<file path="src/rtl/pipe_muldiv_ctrl_if.sv">
// Execute-stage handshake for the mul/div sequencer: issue, MTHI/MTLO writes,
// memory freeze, and the HI/LO / busy / done results.
interface pipe_muldiv_ctrl_if;
  logic        waitrequest;
  logic        start;
  logic [1:0]  op;
  logic [31:0] src_a;
  logic [31:0] src_b;
  logic        mthi;
  logic        mtlo;
  logic [31:0] wdata;
  logic        busy;
  logic        done;
  logic [31:0] hi;
  logic [31:0] lo;

  modport master (
    output waitrequest, start, op, src_a, src_b, mthi, mtlo, wdata,
    input  busy, done, hi, lo
  );

  modport slave (
    input  waitrequest, start, op, src_a, src_b, mthi, mtlo, wdata,
    output busy, done, hi, lo
  );
endinterface

</file>
<file path="src/rtl/pipe_muldiv_ctrl.sv">
// Mul/div sequencer and HI/LO owner: fixed-latency multiply, 32-step restoring divide.
// Optional MULDIV_EARLY_OUT_EN: divides with |dividend| < |divisor| finish one edge after accept.
module pipe_muldiv_ctrl #(
  parameter int MUL_LATENCY = 4,
  parameter int DIV_STEPS   = 32
) (
  input logic               clk,
  input logic               reset,
  pipe_muldiv_ctrl_if.slave bus
);
  // state | meaning
  // IDLE  | accepting start / MTHI / MTLO
  // MUL   | counting down the multiply latency
  // DIV   | one restoring-division step per edge
  // FIX   | apply signs, write HI/LO
  typedef enum logic [1:0] {S_IDLE, S_MUL, S_DIV, S_FIX} state_t;

  state_t      state_q, state_d;
  logic [4:0]  cnt_q, cnt_d;
  logic [31:0] a_q, a_d, b_q, b_d, rem_q, rem_d, quo_q, quo_d;
  logic [31:0] hi_q, hi_d, lo_q, lo_d;
  logic        sgn_q, sgn_d, qneg_q, qneg_d, rneg_q, rneg_d;
  logic        bzero_q, bzero_d, done_q, done_d;

  logic        op_div, op_sgn;
  logic [31:0] mag_a, mag_b;
  logic [32:0] shifted, trial;
  logic [63:0] ext_a, ext_b, prod;

  assign op_div  = bus.op[1];
  assign op_sgn  = ~bus.op[0];
  assign mag_a   = (op_sgn && bus.src_a[31]) ? (32'd0 - bus.src_a) : bus.src_a;
  assign mag_b   = (op_sgn && bus.src_b[31]) ? (32'd0 - bus.src_b) : bus.src_b;
  assign shifted = {rem_q, quo_q[31]};
  assign trial   = shifted - {1'b0, b_q};
  assign ext_a   = {{32{sgn_q & a_q[31]}}, a_q};
  assign ext_b   = {{32{sgn_q & b_q[31]}}, b_q};
  assign prod    = ext_a * ext_b;

  always_comb begin
    state_d = state_q;
    cnt_d   = cnt_q;
    a_d     = a_q;
    b_d     = b_q;
    rem_d   = rem_q;
    quo_d   = quo_q;
    hi_d    = hi_q;
    lo_d    = lo_q;
    sgn_d   = sgn_q;
    qneg_d  = qneg_q;
    rneg_d  = rneg_q;
    bzero_d = bzero_q;
    done_d  = done_q;
    if (!bus.waitrequest) begin
      done_d = 1'b0;
      unique case (state_q)
        S_IDLE: begin
          if (bus.start) begin
            a_d     = bus.src_a;
            sgn_d   = op_sgn;
            qneg_d  = op_sgn & op_div & (bus.src_a[31] ^ bus.src_b[31]);
            rneg_d  = op_sgn & op_div & bus.src_a[31];
            bzero_d = (bus.src_b == 32'd0);
            if (op_div) begin
              // quo_q doubles as the dividend shift register during iteration
              b_d     = mag_b;
              rem_d   = 32'd0;
              quo_d   = mag_a;
              cnt_d   = 5'(DIV_STEPS - 1);
              state_d = S_DIV;
`ifdef MULDIV_EARLY_OUT_EN
              if (mag_b != 32'd0 && mag_a < mag_b) begin
                quo_d   = 32'd0;
                rem_d   = mag_a;
                state_d = S_FIX;
              end
`endif
            end else begin
              b_d     = bus.src_b;
              cnt_d   = 5'(MUL_LATENCY - 1);
              state_d = S_MUL;
            end
          end else begin
            if (bus.mthi) hi_d = bus.wdata;
            if (bus.mtlo) lo_d = bus.wdata;
          end
        end
        S_MUL: begin
          if (cnt_q == 5'd0) begin
            {hi_d, lo_d} = prod;
            done_d       = 1'b1;
            state_d      = S_IDLE;
          end else begin
            cnt_d = cnt_q - 5'd1;
          end
        end
        S_DIV: begin
          if (!trial[32]) begin
            rem_d = trial[31:0];
            quo_d = {quo_q[30:0], 1'b1};
          end else begin
            rem_d = shifted[31:0];
            quo_d = {quo_q[30:0], 1'b0};
          end
          if (cnt_q == 5'd0) state_d = S_FIX;
          else cnt_d = cnt_q - 5'd1;
        end
        S_FIX: begin
          // divide by zero bypasses sign fix-up: all-ones quotient, raw dividend
          if (bzero_q) begin
            lo_d = 32'hFFFF_FFFF;
            hi_d = a_q;
          end else begin
            lo_d = qneg_q ? (32'd0 - quo_q) : quo_q;
            hi_d = rneg_q ? (32'd0 - rem_q) : rem_q;
          end
          done_d  = 1'b1;
          state_d = S_IDLE;
        end
      endcase
    end
  end

  always_ff @(posedge clk) begin
    if (reset) begin
      state_q <= S_IDLE;
      cnt_q   <= 5'd0;
      a_q     <= 32'd0;
      b_q     <= 32'd0;
      rem_q   <= 32'd0;
      quo_q   <= 32'd0;
      hi_q    <= 32'd0;
      lo_q    <= 32'd0;
      sgn_q   <= 1'b0;
      qneg_q  <= 1'b0;
      rneg_q  <= 1'b0;
      bzero_q <= 1'b0;
      done_q  <= 1'b0;
    end else begin
      state_q <= state_d;
      cnt_q   <= cnt_d;
      a_q     <= a_d;
      b_q     <= b_d;
      rem_q   <= rem_d;
      quo_q   <= quo_d;
      hi_q    <= hi_d;
      lo_q    <= lo_d;
      sgn_q   <= sgn_d;
      qneg_q  <= qneg_d;
      rneg_q  <= rneg_d;
      bzero_q <= bzero_d;
      done_q  <= done_d;
    end
  end

  assign bus.busy = (state_q != S_IDLE);
  assign bus.done = done_q;
  assign bus.hi   = hi_q;
  assign bus.lo   = lo_q;
endmodule
</file>
<file path="src/flat_wrapper.sv">
// flat-port wrapper written by rule: the top's interface ports become plain ports
module pipe_muldiv_ctrl_flat 
#(
  parameter int MUL_LATENCY = 4,
  parameter int DIV_STEPS   = 32
)
  (clk, reset, bus_waitrequest, bus_start, bus_op, bus_src_a, bus_src_b, bus_mthi, bus_mtlo, bus_wdata, bus_busy, bus_done, bus_hi, bus_lo);
  pipe_muldiv_ctrl_if bus_i ();
  input logic clk;
  input logic reset;
  input wire logic [$bits(bus_i.waitrequest)-1:0] bus_waitrequest;
  input wire logic [$bits(bus_i.start)-1:0] bus_start;
  input wire logic [$bits(bus_i.op)-1:0] bus_op;
  input wire logic [$bits(bus_i.src_a)-1:0] bus_src_a;
  input wire logic [$bits(bus_i.src_b)-1:0] bus_src_b;
  input wire logic [$bits(bus_i.mthi)-1:0] bus_mthi;
  input wire logic [$bits(bus_i.mtlo)-1:0] bus_mtlo;
  input wire logic [$bits(bus_i.wdata)-1:0] bus_wdata;
  output wire logic [$bits(bus_i.busy)-1:0] bus_busy;
  output wire logic [$bits(bus_i.done)-1:0] bus_done;
  output wire logic [$bits(bus_i.hi)-1:0] bus_hi;
  output wire logic [$bits(bus_i.lo)-1:0] bus_lo;
  assign bus_i.waitrequest = bus_waitrequest;
  assign bus_i.start = bus_start;
  assign bus_i.op = bus_op;
  assign bus_i.src_a = bus_src_a;
  assign bus_i.src_b = bus_src_b;
  assign bus_i.mthi = bus_mthi;
  assign bus_i.mtlo = bus_mtlo;
  assign bus_i.wdata = bus_wdata;
  assign bus_busy = bus_i.busy;
  assign bus_done = bus_i.done;
  assign bus_hi = bus_i.hi;
  assign bus_lo = bus_i.lo;
  pipe_muldiv_ctrl #(.MUL_LATENCY(MUL_LATENCY), .DIV_STEPS(DIV_STEPS)) u_core (.clk(clk), .reset(reset), .bus(bus_i));
endmodule
</file>
<file path="config.mk">
export PLATFORM = sky130hd
export DESIGN_NAME = pipe_muldiv_ctrl_flat
export DESIGN_NICKNAME = d
export VERILOG_FILES = /design/src/rtl/pipe_muldiv_ctrl_if.sv /design/src/rtl/pipe_muldiv_ctrl.sv /design/src/flat_wrapper.sv
export SDC_FILE = /design/constraint.sdc
export NUM_CORES = 2
export LEC_CHECK = 0
export CORE_MARGIN = 3
export CORE_UTILIZATION = 64
export CTS_BUF_LIST = sky130_fd_sc_hd__clkbuf_8
export DETAILED_ROUTE_END_ITERATION = 7
export HOLD_SLACK_MARGIN = 0.05
export PLACE_DENSITY = 0.83
export SLEW_MARGIN = 20
export SYNTH_ARGS = -nofsm -noshare
export SYNTH_HDL_FRONTEND = slang
export SYNTH_SLANG_ARGS = --single-unit
export TNS_END_PERCENT = 30
</file>
<file path="constraint.sdc">
create_clock -name clk -period 9 [get_ports clk]
set_clock_uncertainty 0.1 [all_clocks]
set_input_delay 1.35 -clock clk [delete_from_list [all_inputs] [get_ports clk]]
set_output_delay 1.35 -clock clk [all_outputs]
set_load 0.01 [all_outputs]
</file>
After elaboration in Yosys (flattened, before gate mapping):

Index checks and enable logic that the tools add are counted.

* register bits: 204
* bits of input ports: 104
* output and inout bits: 66
* word-level logic and storage cells: 89

* $add $sub $neg: 6
* $mul: 1
* equality and inequality tests: 11
* multiplexer cells: 34
* bitwise gates (word level): 8
* reduce and logical (&&, ||, !) cells: 16

Operators with widths (count)
* 2-to-1 mux 32 bit: 18
* case mux 32 bit (3 select lines): 2
* case mux 32 bit (2 select lines): 2
* subtractor 1 x 32 -> 32 bit (first input constant): 4
* multiplier 33 x 33 -> 64 bit: 1
* subtractor 33 x 32 -> 33 bit: 1
* logical NOT 32 bit: 1
* 2-to-1 mux 5 bit: 3
* inequality test 2 bit (second input constant): 6
* AND reduction 4 bit: 3
* case mux 5 bit (2 select lines): 1
* AND reduction 5 bit: 2
* 2-to-1 mux 2 bit: 4
* case mux 2 bit (4 select lines): 1
* nonzero test 2 bit: 3
* AND 1 bit: 5
* logical NOT 5 bit: 1
* subtractor 5 x 1 -> 5 bit (second input constant): 1
* == test 2 bit (second input constant): 2
* inequality test 2 x 1 -> 1 bit (second input constant): 2
* AND reduction 3 bit: 1
* nonzero test 3 bit: 1
* == test 2 x 1 -> 1 bit (second input constant): 1
* logical AND 1 bit: 2
* other kinds (6): 8

Depth between registers and ports, before layout:

* word-level depth: 6
* depth in mapped cells: 30
* depth with buffers taken out: 28

Least setup slack after synthesis:

No wires, ideal clock.

* path type: flip-flop to flip-flop
* from: register u_core.a_q[31]
* to: register u_core.hi_q[27], in the netlist u_core.bus.hi[27]
* library setup time: 78 ps
* arrival time: 7758 ps
* required time: 8822 ps
* path slack: 1064 ps
* cell stages (with the launch flop): 29
* path buffers: 3
* period minus slack after synthesis: 7936 ps
* cell sequence: dfxtp_1 -> clkbuf_1 -> and2_1 -> clkbuf_1 -> nand2_1 -> inv_1 -> fa_1 -> fa_1 -> fa_1 -> inv_1 -> fa_1 -> inv_1 -> fa_1 -> fa_1 -> fa_1 -> inv_1 -> fa_1 -> inv_1 -> ha_1 -> clkbuf_1 -> a21oi_1 -> o21ai_0 -> o21bai_1 -> a21oi_1 -> a311oi_1 -> a21o_1 -> a211o_1 -> mux2_2 -> nor3_1

* word-level cells in the longest chain between the ends: 4

Ends and longest elaborated chain
* start: declaration: line pipe_muldiv_ctrl.sv:20 `logic [31:0] a_q, a_d, b_q, b_d, rem_q, rem_d, quo_q, quo_d;`
* start signal: assignment: line pipe_muldiv_ctrl.sv:128 `a_q <= 32'd0;`
* start signal: assignment: line pipe_muldiv_ctrl.sv:142 `a_q <= a_d;`
* AND 1 bit: line pipe_muldiv_ctrl.sv:36 `assign ext_a = {{32{sgn_q & a_q[31]}}, a_q};`
* multiplier 33 x 33 -> 64 bit *: line pipe_muldiv_ctrl.sv:38 `assign prod = ext_a * ext_b;`
* 2-to-1 mux 32 bit *: line pipe_muldiv_ctrl.sv:89 `if (cnt_q == 5'd0) begin`
* case mux 32 bit (3 select lines) *: line pipe_muldiv_ctrl.sv:56 `unique case (state_q)`
* end signal: assignment: line pipe_muldiv_ctrl.sv:146 `hi_q <= hi_d;`
* end: declaration: line pipe_muldiv_ctrl.sv:21 `logic [31:0] hi_q, hi_d, lo_q, lo_d;`

Mark *: on every way between the ends. The rest lies on a longest branch, timed or not. The select of a mux whose other input is x is not followed.
A chain may end at the register's enable or synchronous reset.

Worst setup path after layout:

* from: register u_core.a_q[9]
* to: register u_core.hi_q[30], in the netlist u_core.bus.hi[30]

* word-level cells in the longest chain between the ends: 3

Ends and longest elaborated chain (line)
* multiplier 33 x 33 -> 64 bit: pipe_muldiv_ctrl.sv:38
* 2-to-1 mux 32 bit: pipe_muldiv_ctrl.sv:89
* case mux 32 bit (3 select lines): pipe_muldiv_ctrl.sv:56

No other way between the ends. The select of a mux whose other input is x is not followed.

==> results.cfg <==
[timing]
setup-violations-final = 0
totalNegativeSetupSlack_ns = 0
slew_viol_final = 0
post-route-min-period_ns = 8.72
grt_setup_unrepaired = false
final_critical_path_setup_slack_ns = 0.285
worst_pin_slew_ns = 1.18
fmaxAchievable_mhz = 115
slew-limit-headroom = 0.215
min_period_over_period = 0.968
timing_hold_violations_final = 0

[yosys]
synth_seq_area_share = 0.0797
yosys.area_share.adder = 0.502
dominant_combinational_cell_family_by_area_after_synthesis = adder cells
synth.cell_area_mm2 = 0.0512
ys_dominant_reg_cell = sky130_fd_sc_hd__dfxtp_1
synth-compound-area-share = 0.100
synth_seq_cells = 204
netlist_instances = 6015
post_synth_xor_area_fraction = 0.0321
asyncSetResetFlopFracSynth = 0
basic_gate_share_of_the_synthesized_area_counting_and_or_nand_and_nor_cells = 0.163
synth-edff-count = 0
synth_cell_type_count = 81
yosys_warnings = 0
postSynthNetCount = 7498
muxShareOfSynthArea = 0.00652
average_cell_area_after_synthesis_um2 = 8.52

[setup_path]
regToRegSetupSlack_ns = 0.28
reg2regPathDepth = 25
crit_required_ns = 9.44
worst-endpoint-arrival_ns = 9.16
crit_type = flop to flop
endpoint_kind = flop
start_kind = flop
timing.rr.end = u_core.bus.hi[30]
cp_max_fo = 24
endpoint = u_core.bus.hi[30]
critical_path.reg2reg.startpoint = u_core.a_q[9]
startpoint = u_core.a_q[9]

[final_layout]
final_core_util = 0.695
layout-area-overhead-vs-synth_pct = 7.30
final_net_count = 7469
filler_cell_count = 6023
drive_gt1_frac = 0.0445
most-common-layout-cells = 1196 x sky130_fd_sc_hd__inv_1, 1126 x sky130_fd_sc_hd__fa_1, 1030 x sky130_fd_sc_hd__nand2_1
final-instance-count-excl-fill = 7067
layout.cells.most_common = sky130_fd_sc_hd__inv_1

[die]
fp-row-count = 103
dieArea_mm2 = 0.0835
die_h_um = 289
floorplan.initialDensity = 0.647
i_o_pin_count = 170
fp.dieW_um = 289
placeableCoreArea_mm2 = 0.0791

[drt]
routed-via-count = 42458
totalWireLength_um = 156000
drc = 0
drt-initial-drc-count = 4203
wire_per_inst_um = 22.1
vias_per_cell = 6.01
drt_pass1_iterations = 7
antenna_violating_nets_post_route = 0

[placement]
buffer_ports.inserted = 169
cell_count_after_placement = 6993
gp_congestion = 0.997
detailedPlace.worstSlack_ns = 0.250
detailedPlacementHpwl_um = 126000

[clock_tree]
tritoncts_buffer_count = 40
worstSkewPairLatency_ns = 0.66
cts_htree_levels = 2
clock_net_sink_count = 204
max-clock-path-buffers = 3
tritoncts = yes
cts.reportedPaths.clkPinSlew_ns = 0.07
ctsRootBufferMaster = sky130_fd_sc_hd__clkbuf_8

[grt]
overflow = 0
grt_usage = 0.384
grt_start_max_net_pins = 73
wire_length_of_the_first_global_routing_pass_um = 246000
grt_antenna_before_repair = 8
grt_pass1_vias = 44394

[power]
power.share.switching = 0.457
power.ir.vdd_worst_uv = 171
intPower_mw = 2.45
p_leak_nw = 25.8
power_per_cell_area_mw_per_mm2 = 82.1
seqPwrFrac = 0.253
power.net_switching_mw = 2.06
p_clk_frac = 0.260
comb_power_share = 0.487

[job]
cap_violations = 0

[outcome]
outcome = finished clean

[min_path]
hold_path.class = flop to flop
kinds of logic after synthesis:
| family | Yosys count |
|---|---|
| simple gates | 1829 |
| compound gates | 810 |
| mux | 33 |
| buf+inv | 1572 |
| flops | 204 |
| xor+xnor | 188 |
| fa+ha+maj | 1379 |
synthesized netlist by cell type, types with 12 or more instances:
library cell / number / area (um2)
sky130_fd_sc_hd__dfxtp_1: 204 / 4080
sky130_fd_sc_hd__nand3_1: 42 / 210
sky130_fd_sc_hd__ha_1: 253 / 3170
sky130_fd_sc_hd__inv_1: 1190 / 4470
sky130_fd_sc_hd__nor2_1: 183 / 687
sky130_fd_sc_hd__or3_1: 27 / 169
sky130_fd_sc_hd__o41ai_1: 16 / 140
sky130_fd_sc_hd__clkbuf_1: 364 / 1370
sky130_fd_sc_hd__and3_1: 34 / 213
sky130_fd_sc_hd__and2_1: 356 / 2230
sky130_fd_sc_hd__o31ai_1: 29 / 218
sky130_fd_sc_hd__nand2_1: 1031 / 3870
sky130_fd_sc_hd__mux2i_1: 30 / 300
sky130_fd_sc_hd__o21a_1: 20 / 150
sky130_fd_sc_hd__a211oi_1: 52 / 390
sky130_fd_sc_hd__xor2_1: 76 / 666
sky130_fd_sc_hd__nor4_1: 14 / 87.6
sky130_fd_sc_hd__a221oi_1: 27 / 236
sky130_fd_sc_hd__a31oi_1: 22 / 138
sky130_fd_sc_hd__or2_2: 17 / 106
sky130_fd_sc_hd__a21oi_1: 214 / 1070
sky130_fd_sc_hd__fa_1: 1126 / 22500
sky130_fd_sc_hd__a311oi_1: 22 / 193
sky130_fd_sc_hd__o21ai_1: 12 / 60.1
sky130_fd_sc_hd__o21ai_0: 238 / 1190
sky130_fd_sc_hd__xnor2_1: 112 / 981
sky130_fd_sc_hd__nor3_1: 37 / 185
sky130_fd_sc_hd__or4_1: 12 / 90.1
sky130_fd_sc_hd__nor2b_1: 19 / 119
sky130_fd_sc_hd__nand2b_1: 17 / 106
sky130_fd_sc_hd__a21o_1: 47 / 353
sky130_fd_sc_hd__nand4_1: 12 / 75.1
sky130_fd_sc_hd__o21bai_1: 12 / 90.1
power groups by stage:
stage / registers, mW / logic [mW] / clock network, mW
finish: 1.14 / 2.20 / 1.17
detailed placement: 1.15 / 2.13 / 0
global route: 1.14 / 2.38 / 1.20
CTS: 1.13 / 2.15 / 1.17
floorplan: 1.04 / 1.40 / 0
global placement: 1.15 / 2.10 / 0
state kept, by name, indices dropped and copies added, names as in the netlist, 2 cells and up:
| signal | count |
|---|---|
| u_core.a_q | 32 |
| u_core.b_q | 32 |
| u_core.bus.hi | 32 |
| u_core.bus.lo | 32 |
| u_core.cnt_q | 5 |
| u_core.quo_q | 32 |
| u_core.rem_q | 32 |
| u_core.state_q | 2 |
layout make-up:
cell class              instances  area (um2)  share of cell area
multi-input cells            4239       41200               0.751
repair buffers                309        2860              0.0521
inverters                    1192        4470              0.0814
clock buffers                  54         743              0.0135
flip-flops and latches        204        4100              0.0746
clock inverters                18         210             0.00382
well taps                    1050        1310              0.0239
diodes                          1        2.50           0.0000455
per-layer routing:
metal | up-vias | global-route usage | part of all wire
li1 | 18250 | - | -
met1 | 21027 | 0.508 | 0.37
met2 | 2636 | 0.587 | 0.44
met3 | 533 | 0.118 | 0.13
met4 | 12 | 0.169 | 0.054
met5 | - | 0 | 0.00057
how the worst min path moves through the flow:
stage	start	endpoint	slack [ns]	depth (start not counted)
after floorplan	u_core.cnt_q[2]	u_core.cnt_q[2]	0.36	2
after global placement	u_core.bus.hi[20]	u_core.bus.hi[20]	0.35	2
after detailed placement	u_core.bus.hi[20]	u_core.bus.hi[20]	0.37	2
after CTS	u_core.bus.hi[20]	u_core.bus.hi[20]	0.38	2
after global routing	u_core.bus.hi[20]	u_core.bus.hi[20]	0.41	2
final	u_core.bus.hi[20]	u_core.bus.hi[20]	0.38	2
critical path: stages (launching register included):
cell	delay [ns]
sky130_fd_sc_hd__dfxtp_1	1.04
sky130_fd_sc_hd__and2_1	0.26
sky130_fd_sc_hd__fa_1	0.43
sky130_fd_sc_hd__fa_1	0.49
sky130_fd_sc_hd__inv_1	0.05
sky130_fd_sc_hd__fa_1	0.50
sky130_fd_sc_hd__fa_1	0.40
sky130_fd_sc_hd__inv_1	0.13
sky130_fd_sc_hd__fa_1	0.46
sky130_fd_sc_hd__fa_1	0.51
sky130_fd_sc_hd__fa_1	0.49
sky130_fd_sc_hd__inv_1	0.05
sky130_fd_sc_hd__fa_1	0.47
sky130_fd_sc_hd__inv_1	0.05
sky130_fd_sc_hd__ha_1	0.38
sky130_fd_sc_hd__nand4_1	0.18
sky130_fd_sc_hd__nor2_1	0.17
sky130_fd_sc_hd__and4_1	0.22
sky130_fd_sc_hd__nor4b_1	0.45
sky130_fd_sc_hd__buf_4	0.24
sky130_fd_sc_hd__o211ai_1	0.15
sky130_fd_sc_hd__a211o_1	0.34
sky130_fd_sc_hd__a21o_1	0.25
sky130_fd_sc_hd__a311oi_1	0.49
sky130_fd_sc_hd__mux2i_1	0.25
sky130_fd_sc_hd__a21oi_1	0.08
metrics by stage:
step | power (mW) | hold WS (ns) | instance area, um2
6_report | 4.51 | 0.379 | 55000
5_1_grt | 4.73 | 0.411 | 55000
4_1_cts | 4.45 | 0.379 | 54900
3_5_place_dp | 3.27 | 0.370 | 54000
3_3_place_gp | 3.24 | 0.355 | 53900
2_1_floorplan | 2.45 | 0.357 | 51200
timing repair:
item,CTS,global route
setup buffers,0,0
setup endpoints to repair,0,5
resized for setup,0,10
hold buffers,0,0
Note: power is estimated with default switching activity, not from simulation.
